### config.mk
export PLATFORM = sky130hd
export DESIGN_NAME = fsm_pattern_sequencer
export DESIGN_NICKNAME = d
export VERILOG_FILES = /design/src/rtl/fsm_pattern_sequencer_pkg.sv /design/src/rtl/fsm_pattern_sequencer.sv
export SDC_FILE = /design/constraint.sdc
export NUM_CORES = 1
export LEC_CHECK = 0
export ABC_AREA = 1
export BUFFER_PORTS_ARGS = -buffer_cell sky130_fd_sc_hd__buf_2
export CAP_MARGIN = 20
export CORE_ASPECT_RATIO = 1.25
export CORE_UTILIZATION = 56
export CTS_CLUSTER_SIZE = 14
export DETAILED_ROUTE_END_ITERATION = 8
export PLACE_DENSITY = 0.79
export SETUP_SLACK_MARGIN = 0.15
export SYNTH_ARGS = -nofsm -noshare
export SYNTH_HDL_FRONTEND = slang
export SYNTH_SLANG_ARGS = --single-unit
### constraint.sdc
create_clock -name clk -period 2 [get_ports clk]
set_input_delay 0 -clock clk [delete_from_list [all_inputs] [get_ports clk]]
set_output_delay 0 -clock clk [all_outputs]
set_load 0.02 [all_outputs]
### src/rtl/fsm_pattern_sequencer_pkg.sv
// Shared encodings for the pattern sequencer and the 2-bit serial Moore target it drives.
package fsm_pattern_sequencer_pkg;

    typedef enum logic [1:0] {
        S0 = 2'b00,
        S1 = 2'b01,
        S2 = 2'b10,
        S3 = 2'b11
    } tgt_state_t;

    typedef enum logic [2:0] {
        IDLE   = 3'd0,
        CLEAR  = 3'd1,
        SHIFT  = 3'd2,
        SETTLE = 3'd3,
        DONE   = 3'd4
    } seq_state_t;

endpackage

### src/rtl/fsm_pattern_sequencer.sv
// Clears the target FSM, shifts a latched pattern into its x_in MSB-first, and
// reports the final target state plus how many post-edge samples landed in S3.
module fsm_pattern_sequencer
    import fsm_pattern_sequencer_pkg::*;
#(
    parameter int WIDTH = 8,
    parameter int LEN_W = $clog2(WIDTH + 1)
) (
    input  logic             clk,
    input  logic             reset,
    input  logic             start,
    input  logic [WIDTH-1:0] pattern,
    input  logic [LEN_W-1:0] len,
    input  logic [1:0]       fsm_state,
    output logic             fsm_x,
    output logic             fsm_rst_n,
    output logic             busy,
    output logic             done,
    output logic [1:0]       final_state,
    output logic [LEN_W-1:0] s3_count
);

    localparam logic [LEN_W-1:0] WIDTH_L = LEN_W'(WIDTH);

    // Handshake: start is a level request sampled only in IDLE; it is neither
    // acknowledged nor queued while busy. done is a one-cycle strobe, and
    // final_state/s3_count are valid from that cycle until the next accept.

    seq_state_t       state;
    logic [WIDTH-1:0] sh;
    logic [LEN_W-1:0] len_q;
    logic [LEN_W-1:0] cnt;
    logic [LEN_W-1:0] len_c;
    logic             first;

    always_comb begin
        len_c = (len > WIDTH_L) ? WIDTH_L : len;
    end

    always_ff @(posedge clk) begin
        if (reset) begin
            state       <= IDLE;
            sh          <= '0;
            len_q       <= '0;
            cnt         <= '0;
            first       <= 1'b0;
            fsm_x       <= 1'b0;
            fsm_rst_n   <= 1'b0;
            busy        <= 1'b0;
            done        <= 1'b0;
            final_state <= 2'b00;
            s3_count    <= '0;
        end else begin
            case (state)
                IDLE: begin
                    fsm_rst_n <= 1'b1;
                    fsm_x     <= 1'b0;
                    done      <= 1'b0;
                    busy      <= 1'b0;
                    if (start) begin
                        // Left-align so the first bit to apply always sits at the MSB.
                        sh        <= pattern << (WIDTH_L - len_c);
                        len_q     <= len_c;
                        s3_count  <= '0;
                        fsm_rst_n <= 1'b0;
                        busy      <= 1'b1;
                        state     <= CLEAR;
                    end
                end
                CLEAR: begin
                    fsm_rst_n <= 1'b1;
                    if (len_q == '0) begin
                        fsm_x <= 1'b0;
                        state <= SETTLE;
                    end else begin
                        fsm_x <= sh[WIDTH-1];
                        sh    <= sh << 1;
                        cnt   <= len_q - 1'b1;
                        first <= 1'b1;
                        state <= SHIFT;
                    end
                end
                SHIFT: begin
                    // The first SHIFT cycle still sees the post-clear S0, not a shifted bit.
                    if (!first && fsm_state == S3) begin
                        s3_count <= s3_count + 1'b1;
                    end
                    first <= 1'b0;
                    if (cnt == '0) begin
                        fsm_x <= 1'b0;
                        state <= SETTLE;
                    end else begin
                        fsm_x <= sh[WIDTH-1];
                        sh    <= sh << 1;
                        cnt   <= cnt - 1'b1;
                    end
                end
                SETTLE: begin
                    if (len_q == '0) begin
                        final_state <= S0;
                    end else begin
                        final_state <= fsm_state;
                        if (fsm_state == S3) begin
                            s3_count <= s3_count + 1'b1;
                        end
                    end
                    done  <= 1'b1;
                    state <= DONE;
                end
                DONE: begin
                    done  <= 1'b0;
                    busy  <= 1'b0;
                    state <= IDLE;
                end
                default: begin
                    state <= IDLE;
                end
            endcase
        end
    end

endmodule
==> summary.md, run 1 <==
| Metric | Value |
|---|---|
| Count leader, synth | `nand2_1` |
| CTS Buffer Depth | `2` |
| Initial antenna violation count | `0` |
| Gr usage total | `27.43%` |
| Least-Margin Pin Slew | `around 0.36 ns` |
| FF+latch count, synth | `30` |
| VDD IR max | `around 600 µV` |
| Share of layout cells above drive strength 1 | `between 10% and 20%` |
| Status | `completed` |
| Top cell by count, worst path | `inv_2` |
| Ys flop type | `dfxtp_1` |
| Grt met2 use | `roughly 48%` |
| CTS tree | `done` |
| WP data required | `2.26 ns` |
| Met1 global-route usage | `between 20% and 30%` |
| Post-CTS setup buffer count | `0` |
| Largest family of logic cells by synthesized area | `simple AND/OR/NAND/NOR gates` |
| Root Driver | `clkbuf_4` |
| Final Net Count | `324` |
| Fmax | `~600 MHz` |
| Cells after synthesis | `275` |
| Synth Area in Adders | `2.095%` |
| Final Util | `about two thirds` |
| Vias | `1807` |
| Async SR Flop Fraction | `0%` |
| Top cell type by total area after synthesis | `dfxtp_1` |
| H-tree depth | `2` |
| Die X-Extent | `roughly 53 µm` |
| Max Cap Violations | `0` |
| Buffers and inverters on the worst path | `3` |
| Iter 0 DRT Violations | `58` |
| Worst-Skew Late Latency | `0.33 ns` |
| Port Buf Inserts | `26` |
| Worst slew margin | `between 70% and 80%` |
| Largest net degree at the start of global routing | `21` |
| Global placer's final weighted congestion | `0.8699` |
| Avg Inst Size Synth | `about 6.5 µm²` |
| Tmin final | `around 1.7 ns` |
| CP Class | `reg -> reg` |
| Met3 Use GR | `between 7 and 8%` |
| Cell class contributing the biggest share of worst-path delay | `simple AND/OR/NAND/NOR gates` |
| Placed cell count | `330` |
| Library cells used by synthesis | `31` |
| Num rows | `22` |
| Power per Cell Area | `between 900 and 1000 nW/µm²` |
| Dpl hpwl | `about 3000 µm` |
| Ports | `27` |
| Critical path fanouts, max | `11` |
| Yosys top cell area share | `approximately a third` |
| Hold Path Class | `in -> reg` |
| Synth Area in Compound Gates | `between 10 and 15%` |
| Multiplexer area fraction after synthesis | `0%` |
| GRT overflow | `0` |
| TritonRoute pass-1 iters | `4` |
| Die Y | `roughly 65 µm` |
| Non-filler cells, final | `between 300 and 400` |
| Final hold vios | `0` |
| CTS clk-pin slew, worst paths | `approximately 0.090 ns` |
| Core area | `3000 µm²` |
| Num Clock Sinks | `30` |
| Worst-path cell chain | `inv_2 > nand2_2 > nand2_1 > inv_2 > nand2_4 > nor2_4 > inv_2 > nor2_1 > nand2_1 > a21oi_1` |
| CP arrival | `just under 2 ns` |
| Via-per-instance ratio | `5.315` |
| Skew final | `0.01242 ns` |
| Area growth syn-to-layout | `11.38%` |
| Main area contributors after synthesis | `dfxtp_1 (34%), nand2_1 (14%), nand3_1 (9.8%)` |
| Setup Viol. Count Final | `0` |
| Post-synth EDFFs | `0` |
| DR WL/cell | `around 11 µm` |
| Register area share after synthesis | `about a third` |
| Synthesized area | `1792 µm²` |
| # hold bufs at CTS | `3` |
| Fin. max-slew vios | `0` |
| Die area | `3431 µm²` |
| Worst setup SP type | `register` |
| Post-synth top cells | `nand2_1 (65), nand3_1 (35), a21oi_1 (30), dfxtp_1 (30), inv_1 (28)` |
| Final worst path period share | `83.59%` |
| ANT nets after route | `0` |
| Most Used Layer, Global Route | `met2` |
| Antenna cells | `0` |
| Vias in the first global route | `1647` |
| Setup TNS Final | `0 ns` |
| LEAKAGE | `1.005 nW` |
| Starting density of the core | `between 50% and 60%` |
| Post-cts sizing count | `0` |
| Final wirelength | `between 3000 and 4000 µm` |
| Post-Synth Simple-Gate Area | `roughly 37%` |
| CP endpoint kind | `register` |
| Slowest-stage cell, CP | `dfxtp_1` |
| First-pass GRT wire length | `between 6000 and 7000 µm` |
| CP max stage delay | `~0.4 ns` |
| Area share of xor/xnor cells in the synthesized design | `under 10%` |
| DRC | `0` |
| Post-Syn Nets | `295` |
| Yosys warns | `0` |
| RSZ-0062 raised after global routing | `false` |
| Num CTS Buffers | `5` |
| R2R setup slack | `about 0.33 ns` |
## cell usage in the layout, fill, tap and decap left out, drive strengths merged, types with 2 or more instances in the layout
cell type / Yosys / layout
nand2: 70 / 70
nand3: 38 / 38
inv: 35 / 35
a21oi: 31 / 31
dfxtp: 30 / 30
nor2: 30 / 30
buf: 5 / 28
o21ai: 13 / 13
clkbuf: 4 / 7
nand4: 3 / 3
nor3: 3 / 3
ha: 3 / 3
dlygate4sd3: 0 / 3
xor2: 2 / 2
a21boi: 2 / 2
xnor2: 2 / 2
## registers in the layout (all words and copies together), names as in the netlist
signal       count
fsm_rst_n        1
sh               8
len_q            4
state            3
final_state      2
done             1
first            1
fsm_x            1
busy             1
s3_count         4
cnt              4
## worst reg2reg max path: cells and delay by family (launching register included)
kind / cells / cell delay, ns
AOI/OAI and AO/OA: 1 / 0.12
buffers and inverters: 3 / 0.28
DFF: 1 / 0.40
and+or+nand+nor: 6 / 0.80
## worst paths after layout
check | startpoint | to | depth (start not counted)
max | state[0]$_SDFFE_PP0P_ | sh[0]$_SDFFE_PP0P_ | 10
min reg2reg | busy$_SDFFE_PP0N_ | busy$_SDFFE_PP0N_ | 2
max reg2reg | state[0]$_SDFFE_PP0P_ | sh[0]$_SDFFE_PP0P_ | 10
min | len[3] | len_q[1]$_SDFFE_PP0P_ | 4
## layer usage
layer | vias up | wire, µm
met5 | - | 0
met4 | 0 | 125
met3 | 11 | 152
met2 | 46 | 1979
met1 | 800 | 1633
li1 | 950 | -
## area by class of cell
class                   instances  area [µm²]
repair buffers                 31       175.2
well taps                      36       45.04
clock buffers                   7       45.04
flip-flops and latches         30       600.6
inverters                      36       140.1
fillers                       304        1005
multi-input cells             200       989.7
## through the flow
| step | hold slack [ns] | setup WS, ns | instance area, µm² | total power (W) |
|---|---|---|---|---|
| 2_1_floorplan | 0.1428 | 0.4780 | 1792 | 0.001505 |
| 3_3_place_gp | 0.2653 | 0.2810 | 1921 | 0.001647 |
| 3_5_place_dp | 0.2698 | 0.2648 | 1921 | 0.001669 |
| 4_1_cts | 0.009442 | 0.3489 | 1996 | 0.001995 |
| 5_1_grt | 0.02882 | 0.1828 | 1996 | 0.002165 |
| 6_report | 0.01822 | 0.3283 | 1996 | 0.001985 |
## report_power, final
part	leakage, nW	internal, W	switching, W
registers	0.245	0.000713	0.0000687
logic	0.734	0.000288	0.000591
clock network	0.0254	0.000132	0.000192
## kinds of logic (layout without fill, tap and decap cells)
logic type,count (synthesis),count (layout)
adders and majority gates,3,3
buffers and inverters,45,74
AOI/OAI and AO/OA,48,48
and+or+nand+nor,145,145
xor gates and xnor gates,4,4
DFF,30,30
(Power assumes the default switching activity.)
==> run 2, diff against run 1 <==
- clock period: 2 -> 1.75 ns (I/O delays scaled with it)
==> summary.md, run 2 (synthesized netlist as in run 1, its figures left out) <==
| Metric | Value |
|---|---|
| Worst-path cell chain | `dlygate4sd3_1 > buf_2 > nand2_2 > nand2_1 > ha_4 > xnor2_2 > inv_1 > nor2_4 > inv_2 > nor2_1 > nand2_1 > a21oi_1` |
| Area growth syn-to-layout | `20.95%` |
| Worst slew margin | `between 70% and 80%` |
| Root Driver | `clkbuf_4` |
| Min-Delay Path Depth | `4` |
| VDD IR max | `about 1000 µV` |
| R2r endpoint | `sh[0]$_SDFFE_PP0P_` |
| Final Net Count | `roughly 330` |
| Final worst path period share | `86.91%` |
| Core area | `around 3000 µm²` |
| Most flop-heavy register | `sh` |
| Antenna cells | `0` |
| CP arrival | `around 1.8 ns` |
| CTS tree | `done` |
| Least-Margin Pin Slew | `~0.32 ns` |
| First-pass GRT wire length | `6913 µm` |
| Iter 0 DRT Violations | `53` |
| GRT overflow | `0` |
| CTS Buffer Depth | `2` |
| Setup TNS Final | `0 ns` |
| Initial antenna violation count | `0` |
| Num rows | `22` |
| Skew final | `0.006510 ns` |
| Global placer's final weighted congestion | `0.9292` |
| Worst-Skew Late Latency | `between 0.3 and 0.4 ns` |
| ANT nets after route | `0` |
| TritonRoute pass-1 iters | `4` |
| Final Util | `72.23%` |
| Gr usage total | `27.02%` |
| Power per Cell Area | `~1200 nW/µm²` |
| Fin. max-slew vios | `0` |
| LEAKAGE | `about 1.1 nW` |
| DRC | `0` |
| Final wirelength | `roughly 4200 µm` |
| Worst hold slack | `about 0.027 ns` |
| Max FFs per register | `8` |
| CP max stage delay | `approximately 0.53 ns` |
| CTS clk-pin slew, worst paths | `approximately 0.10 ns` |
| H-tree depth | `2` |
| Setup Viol. Count Final | `0` |
| Slowest-stage cell, CP | `dlygate4sd3_1` |
| CP Class | `in -> reg` |
| CP endpoint kind | `register` |
| Most frequent cells in the layout | `nand2_1 (62), nand3_1 (35), a21oi_1 (30)` |
| Largest net degree at the start of global routing | `14` |
| Worst R2R Path Depth | `11` |
| Hold Crit Endpoint | `fsm_rst_n$_SDFFE_PP0P_` |
| Hold Path Class | `in -> reg` |
| Share of layout cells above drive strength 1 | `between 20% and 30%` |
| Worst setup SP type | `input pin` |
| Dpl hpwl | `between 3000 and 4000 µm` |
| WP data required | `2.02 ns` |
| Overall Power | `about 0.0026 W` |
| Via-per-instance ratio | `between 5 and 6` |
| Fmax | `around 660 MHz` |
| Vias | `about 1900` |
| Num CTS Buffers | `5` |
| DR WL/cell | `12.05 µm` |
| Top cell by count, worst path | `nand2_1` |
| Port Buf Inserts | `26` |
| R2R setup slack | `roughly 0.26 ns` |
| Die Y | `between 60 and 70 µm` |
| Num Clock Sinks | `30` |
| FF-to-FF Start | `state[1]$_SDFFE_PP0P_` |
| Max Cap Violations | `0` |
| Final hold vios | `0` |
| Ports | `27` |
| Starting density of the core | `about three fifths` |
| Most common library cell in the layout ignoring fill and taps | `nand2_1` |
| RSZ-0062 raised after global routing | `true` |
| Critical path fanouts, max | `5` |
| Die area | `3431 µm²` |
| Die X-Extent | `between 50 and 60 µm` |
| Status | `completed` |
| Tmin final | `between 1.5 and 2 ns` |
| Hold_sp | `start` |
| Vias in the first global route | `roughly 1700` |
[run 2: cell count changes in the layout (fill, tap and decap cells not counted), sizes merged]
cell,before,now
buf,28,34
bufinv,0,1
clkbuf,7,5
clkinv,1,2
clkinvlp,0,2
dlygate4sd3,3,5
nand3,38,39
[run 2: layout make-up]
class,count,area (µm²)
Clock buffer,5,37.54
Clock inverter,3,40.04
Fill cell,281,833.3
Inverter,36,143.9
Multi-Input combinational cell,201,1051
Sequential cell,30,604.3
Tap cell,36,45.04
Timing Repair Buffer,39,240.2
Timing Repair inverter,1,5.005
[run 2: per-stage QoR]
step                      area (µm²)  worst slack, ns  cells
after floorplan                 1792           0.2280    275
after global placement          1951           0.1459    334
after detailed placement        1951           0.1308    334
after CTS                       2083           0.1656    347
after global routing            2167           0.1291    351
final                           2167           0.2290    351
[run 2: worst max path at each step]
stage,endpoint,slack (ns),from,cells past startpoint
6_report,sh[0]$_SDFFE_PP0P_,0.23,len[3],12
5_1_grt,sh[3]$_SDFFE_PP0P_,0.13,state[1]$_SDFFE_PP0P_,11
4_1_cts,sh[0]$_SDFFE_PP0P_,0.17,len[3],12
3_5_place_dp,sh[0]$_SDFFE_PP0P_,0.13,state[0]$_SDFFE_PP0P_,10
3_3_place_gp,sh[0]$_SDFFE_PP0P_,0.15,state[2]$_SDFFE_PP0P_,10
2_1_floorplan,sh[3]$_SDFFE_PP0P_,0.23,len[0],13
[run 2: what timing repair did]
| item | in CTS | in global routing |
|---|---|---|
| gates cloned | 0 | 2 |
| gates resized for setup | 1 | 19 |
| buffers inserted | 0 | 2 |
| setup endpoints to repair | 3 | 17 |
| pin swaps | 0 | 1 |
| hold endpoints to repair | 10 | 0 |
| hold buffers | 5 | 0 |
[run 2: critical path: cells and delay by family]
kind / cells / cell delay, ns
simple gates: 5 / 0.51
buf+inv: 4 / 0.83
compound gates: 1 / 0.12
fa+ha+maj: 1 / 0.17
xor+xnor: 1 / 0.16
[run 2: power breakdown]
| group | switching, W | total (W) | leakage [nW] | internal, W |
|---|---|---|---|---|
| sequential | 0.0000826 | 0.000900 | 0.246 | 0.000818 |
| clock | 0.000247 | 0.000542 | 0.0450 | 0.000296 |
| combinational | 0.000736 | 0.00113 | 0.786 | 0.000397 |
[run 2: per-layer routing]
layer	share of wire [%]	GRT usage, %	up-vias
met1	41	28.49	824
met3	3.4	5.093	17
met4	4.4	17.43	0
met5	0	0	-
li1	-	-	971
met2	51	47.31	51
==> run 3, diff against run 2 <==
- ABC_AREA: 1 -> default
==> summary.md, run 3 <==
| Metric | Value |
|---|---|
| Most common library cell in the layout ignoring fill and taps | `dfxtp_1` |
| Placed Instance Area | `slightly above 2000 µm²` |
| Least-Margin Pin Slew | `roughly 0.57 ns` |
| Yosys warns | `0` |
| TritonRoute pass-1 iters | `4` |
| Worst slew margin | `61.26%` |
| VDD IR max | `911.9 µV` |
| CP arrival | `about 2.0 ns` |
| Main area contributors after synthesis | `dfxtp_1 (35%), mux2i_1 (6.9%), a21oi_1 (6.1%)` |
| Worst Slack Setup Final | `0.02675 ns` |
| Die Y | `64.20 µm` |
| Setup Viol. Count Final | `0` |
| Max Cap Violations | `0` |
| Max FFs per register | `8` |
| Vias | `1759` |
| Die X-Extent | `51.76 µm` |
| DR WL/cell | `16.12 µm` |
| Starting density of the core | `between 50% and 60%` |
| Final wirelength | `around 4700 µm` |
| Gr usage total | `around 31%` |
| Post-Syn Nets | `226` |
| Fin. max-slew vios | `0` |
| Slowest-stage cell, CP | `or4_4` |
| DRC | `0` |
| Async SR Flop Fraction | `0%` |
| Tmin final | `roughly 1.7 ns` |
| Worst slack, placed | `-0.07195 ns` |
| Final Net Count | `274` |
| LEAKAGE | `roughly 0.87 nW` |
| Area growth syn-to-layout | `28.52%` |
| Worst-Skew Late Latency | `~0.35 ns` |
| Initial antenna violation count | `0` |
| Final worst path period share | `between 90% and 100%` |
| Hold_sp | `start` |
| WP data required | `just over 2 ns` |
| FF-to-FF Start | `len_q[2]$_SDFFE_PP0P_` |
| CP Class | `reg -> reg` |
| Register area share after synthesis | `between 30% and 40%` |
| Fillcell total | `roughly 210` |
| Non-filler cells, final | `between 200 and 300` |
| Min-Delay Path Depth | `3` |
| Cells after synthesis | `roughly 200` |
| Post-synth EDFFs | `0` |
| R2R setup slack | `between 0.02 and 0.03 ns` |
| FF+latch count, synth | `30` |
| CP endpoint kind | `register` |
| Final hold vios | `0` |
| Die area | `around 3300 µm²` |
| Ys flop type | `dfxtp_1` |
| H-tree depth | `2` |
| Worst hold slack | `0.009772 ns` |
| Avg Inst Size Synth | `approximately 8.4 µm²` |
| Power per Cell Area | `between 1000 and 1500 nW/µm²` |
| Vias in the first global route | `around 1800` |
| Fmax | `580.3 MHz` |
| Top cell type by total area after synthesis | `dfxtp_1` |
| Synthesized area | `1733 µm²` |
| Num CTS Buffers | `5` |
| Critical path fanouts, max | `5` |
| Largest net degree at the start of global routing | `31` |
| Library cells used by synthesis | `between 40 and 50` |
| Worst R2R Path Depth | `4` |
| Root Driver | `clkbuf_4` |
| CTS tree | `done` |
| Placed cell count | `approximately 280` |
| Post-synth top cells | `dfxtp_1 (30), nand2_1 (24), a21oi_1 (21)` |
| Skew final | `0.01637 ns` |
| Count leader, synth | `dfxtp_1` |
| Num rows | `22` |
| Via-per-instance ratio | `6.045` |
| ANT nets after route | `0` |
| Global placer's final weighted congestion | `between 0.8 and 0.9` |
| Dpl hpwl | `approximately 3300 µm` |
| CP max stage delay | `between 0.5 and 0.6 ns` |
| R2r endpoint | `sh[7]$_SDFFE_PP0P_` |
| Ports | `27` |
| CTS Buffer Depth | `2` |
| Yosys top cell area share | `34.66%` |
| Hold Path Class | `in -> reg` |
| Worst setup SP type | `register` |
| Status | `completed` |
| Most frequent cells in the layout | `dfxtp_1 (28), buf_2 (26), nand2_1 (23)` |
| Antenna cells | `0` |
| CTS clk-pin slew, worst paths | `approximately 0.11 ns` |
| Share of layout cells above drive strength 1 | `approximately a third` |
| RSZ-0062 raised after global routing | `true` |
| First-pass GRT wire length | `7562 µm` |
| Most flop-heavy register | `sh` |
| Core area | `roughly 2900 µm²` |
| Post-route cell area | `approximately 2200 µm²` |
| Num Clock Sinks | `30` |
| Iter 0 DRT Violations | `35` |
| Hold Crit Endpoint | `state[0]$_SDFFE_PP0P_` |
| GRT overflow | `0` |
| Port Buf Inserts | `26` |
| Worst-path cell chain | `or4_4 > a221oi_4 > a21oi_1 > a211oi_2` |
run 3: cell types whose count changed after synthesis, sizes merged, moves of 8 or more:
cell	delta
nor2	-13
nand2	-45
a21oi	-10
inv	-33
nand3	-30
nor3	+8
mux2i	+12
run 3: repair_timing:
| action | CTS | global route |
|---|---|---|
| endpoints found under the setup margin | 17 | 17 |
| hold endpoints to repair | 4 | 0 |
| buffers inserted | 1 | 2 |
| resized for setup | 7 | 8 |
| pin swaps | 8 | 7 |
| hold buffers | 4 | 0 |
run 3: critical path: cells and delay by family (launching register included):
kind	cells	cell delay [ns]
AO/OA/AOI/OAI	3	0.77
flip-flops	1	0.32
AND/OR/NAND/NOR	1	0.58
run 3: final cells by class:
type                    instances  area, µm²  share of cell area (%)
inverters                       2      12.51                  0.5618
flip-flops and latches         30      605.6                   27.19
clock inverters                 3      40.04                   1.798
well taps                      36      45.04                   2.022
multi-input cells             164       1155                   51.85
repair buffers                 51      331.6                   14.89
clock buffers                   5      37.54                   1.685
run 3: routing by layer:
layer / vias to the layer above / part of all wire, % / track usage, %
li1: 854 / - / -
met1: 835 / 38 / 29.01
met2: 51 / 55 / 57.79
met3: 19 / 3.8 / 7.857
met4: 0 / 4.0 / 19.59
met5: - / 0 / 0
run 3: kinds of logic after synthesis:
family / share of synthesized area [%]
AND/OR/NAND/NOR: 28.16
AO/OA/AOI/OAI: 21.08
flip-flops: 34.66
multiplexers: 8.881
buffers and inverters: 3.537
XOR/XNOR: 1.517
adder cells (fa/ha/maj): 2.166
run 3: metrics by stage:
step	TNS (ns)	utilization, %	total power, W
finish	0	75.62	0.002581
global route	-0.1383	75.62	0.002710
CTS	0	74.17	0.002497
detailed placement	-0.3531	69.20	0.001899
global placement	-0.03103	69.20	0.001852
floorplan	0	-	0.001625
run 3: worst max-delay path by stage:
stage,slack (ns),depth (start not counted),endpoint,startpoint
detailed placement,-0.07,4,sh[7]$_SDFFE_PP0P_,len_q[3]$_SDFFE_PP0P_
floorplan,0.06,6,s3_count[3]$_SDFFE_PP0P_,len_q[3]$_SDFFE_PP0P_
global placement,-0.02,5,s3_count[3]$_SDFFE_PP0P_,len_q[3]$_SDFFE_PP0P_
global route,-0.04,5,sh[1]$_SDFFE_PP0P_,len_q[2]$_SDFFE_PP0P_
finish,0.03,4,sh[7]$_SDFFE_PP0P_,len_q[2]$_SDFFE_PP0P_
CTS,0.04,4,sh[7]$_SDFFE_PP0P_,len_q[3]$_SDFFE_PP0P_
run 3: where the power goes:
group          leakage, nW  internal [W]  switching [W]  total (W)
Sequential           0.246      0.000797       0.000102   0.000899
Combinational        0.577      0.000492       0.000636    0.00113
Clock               0.0450      0.000296       0.000258   0.000553
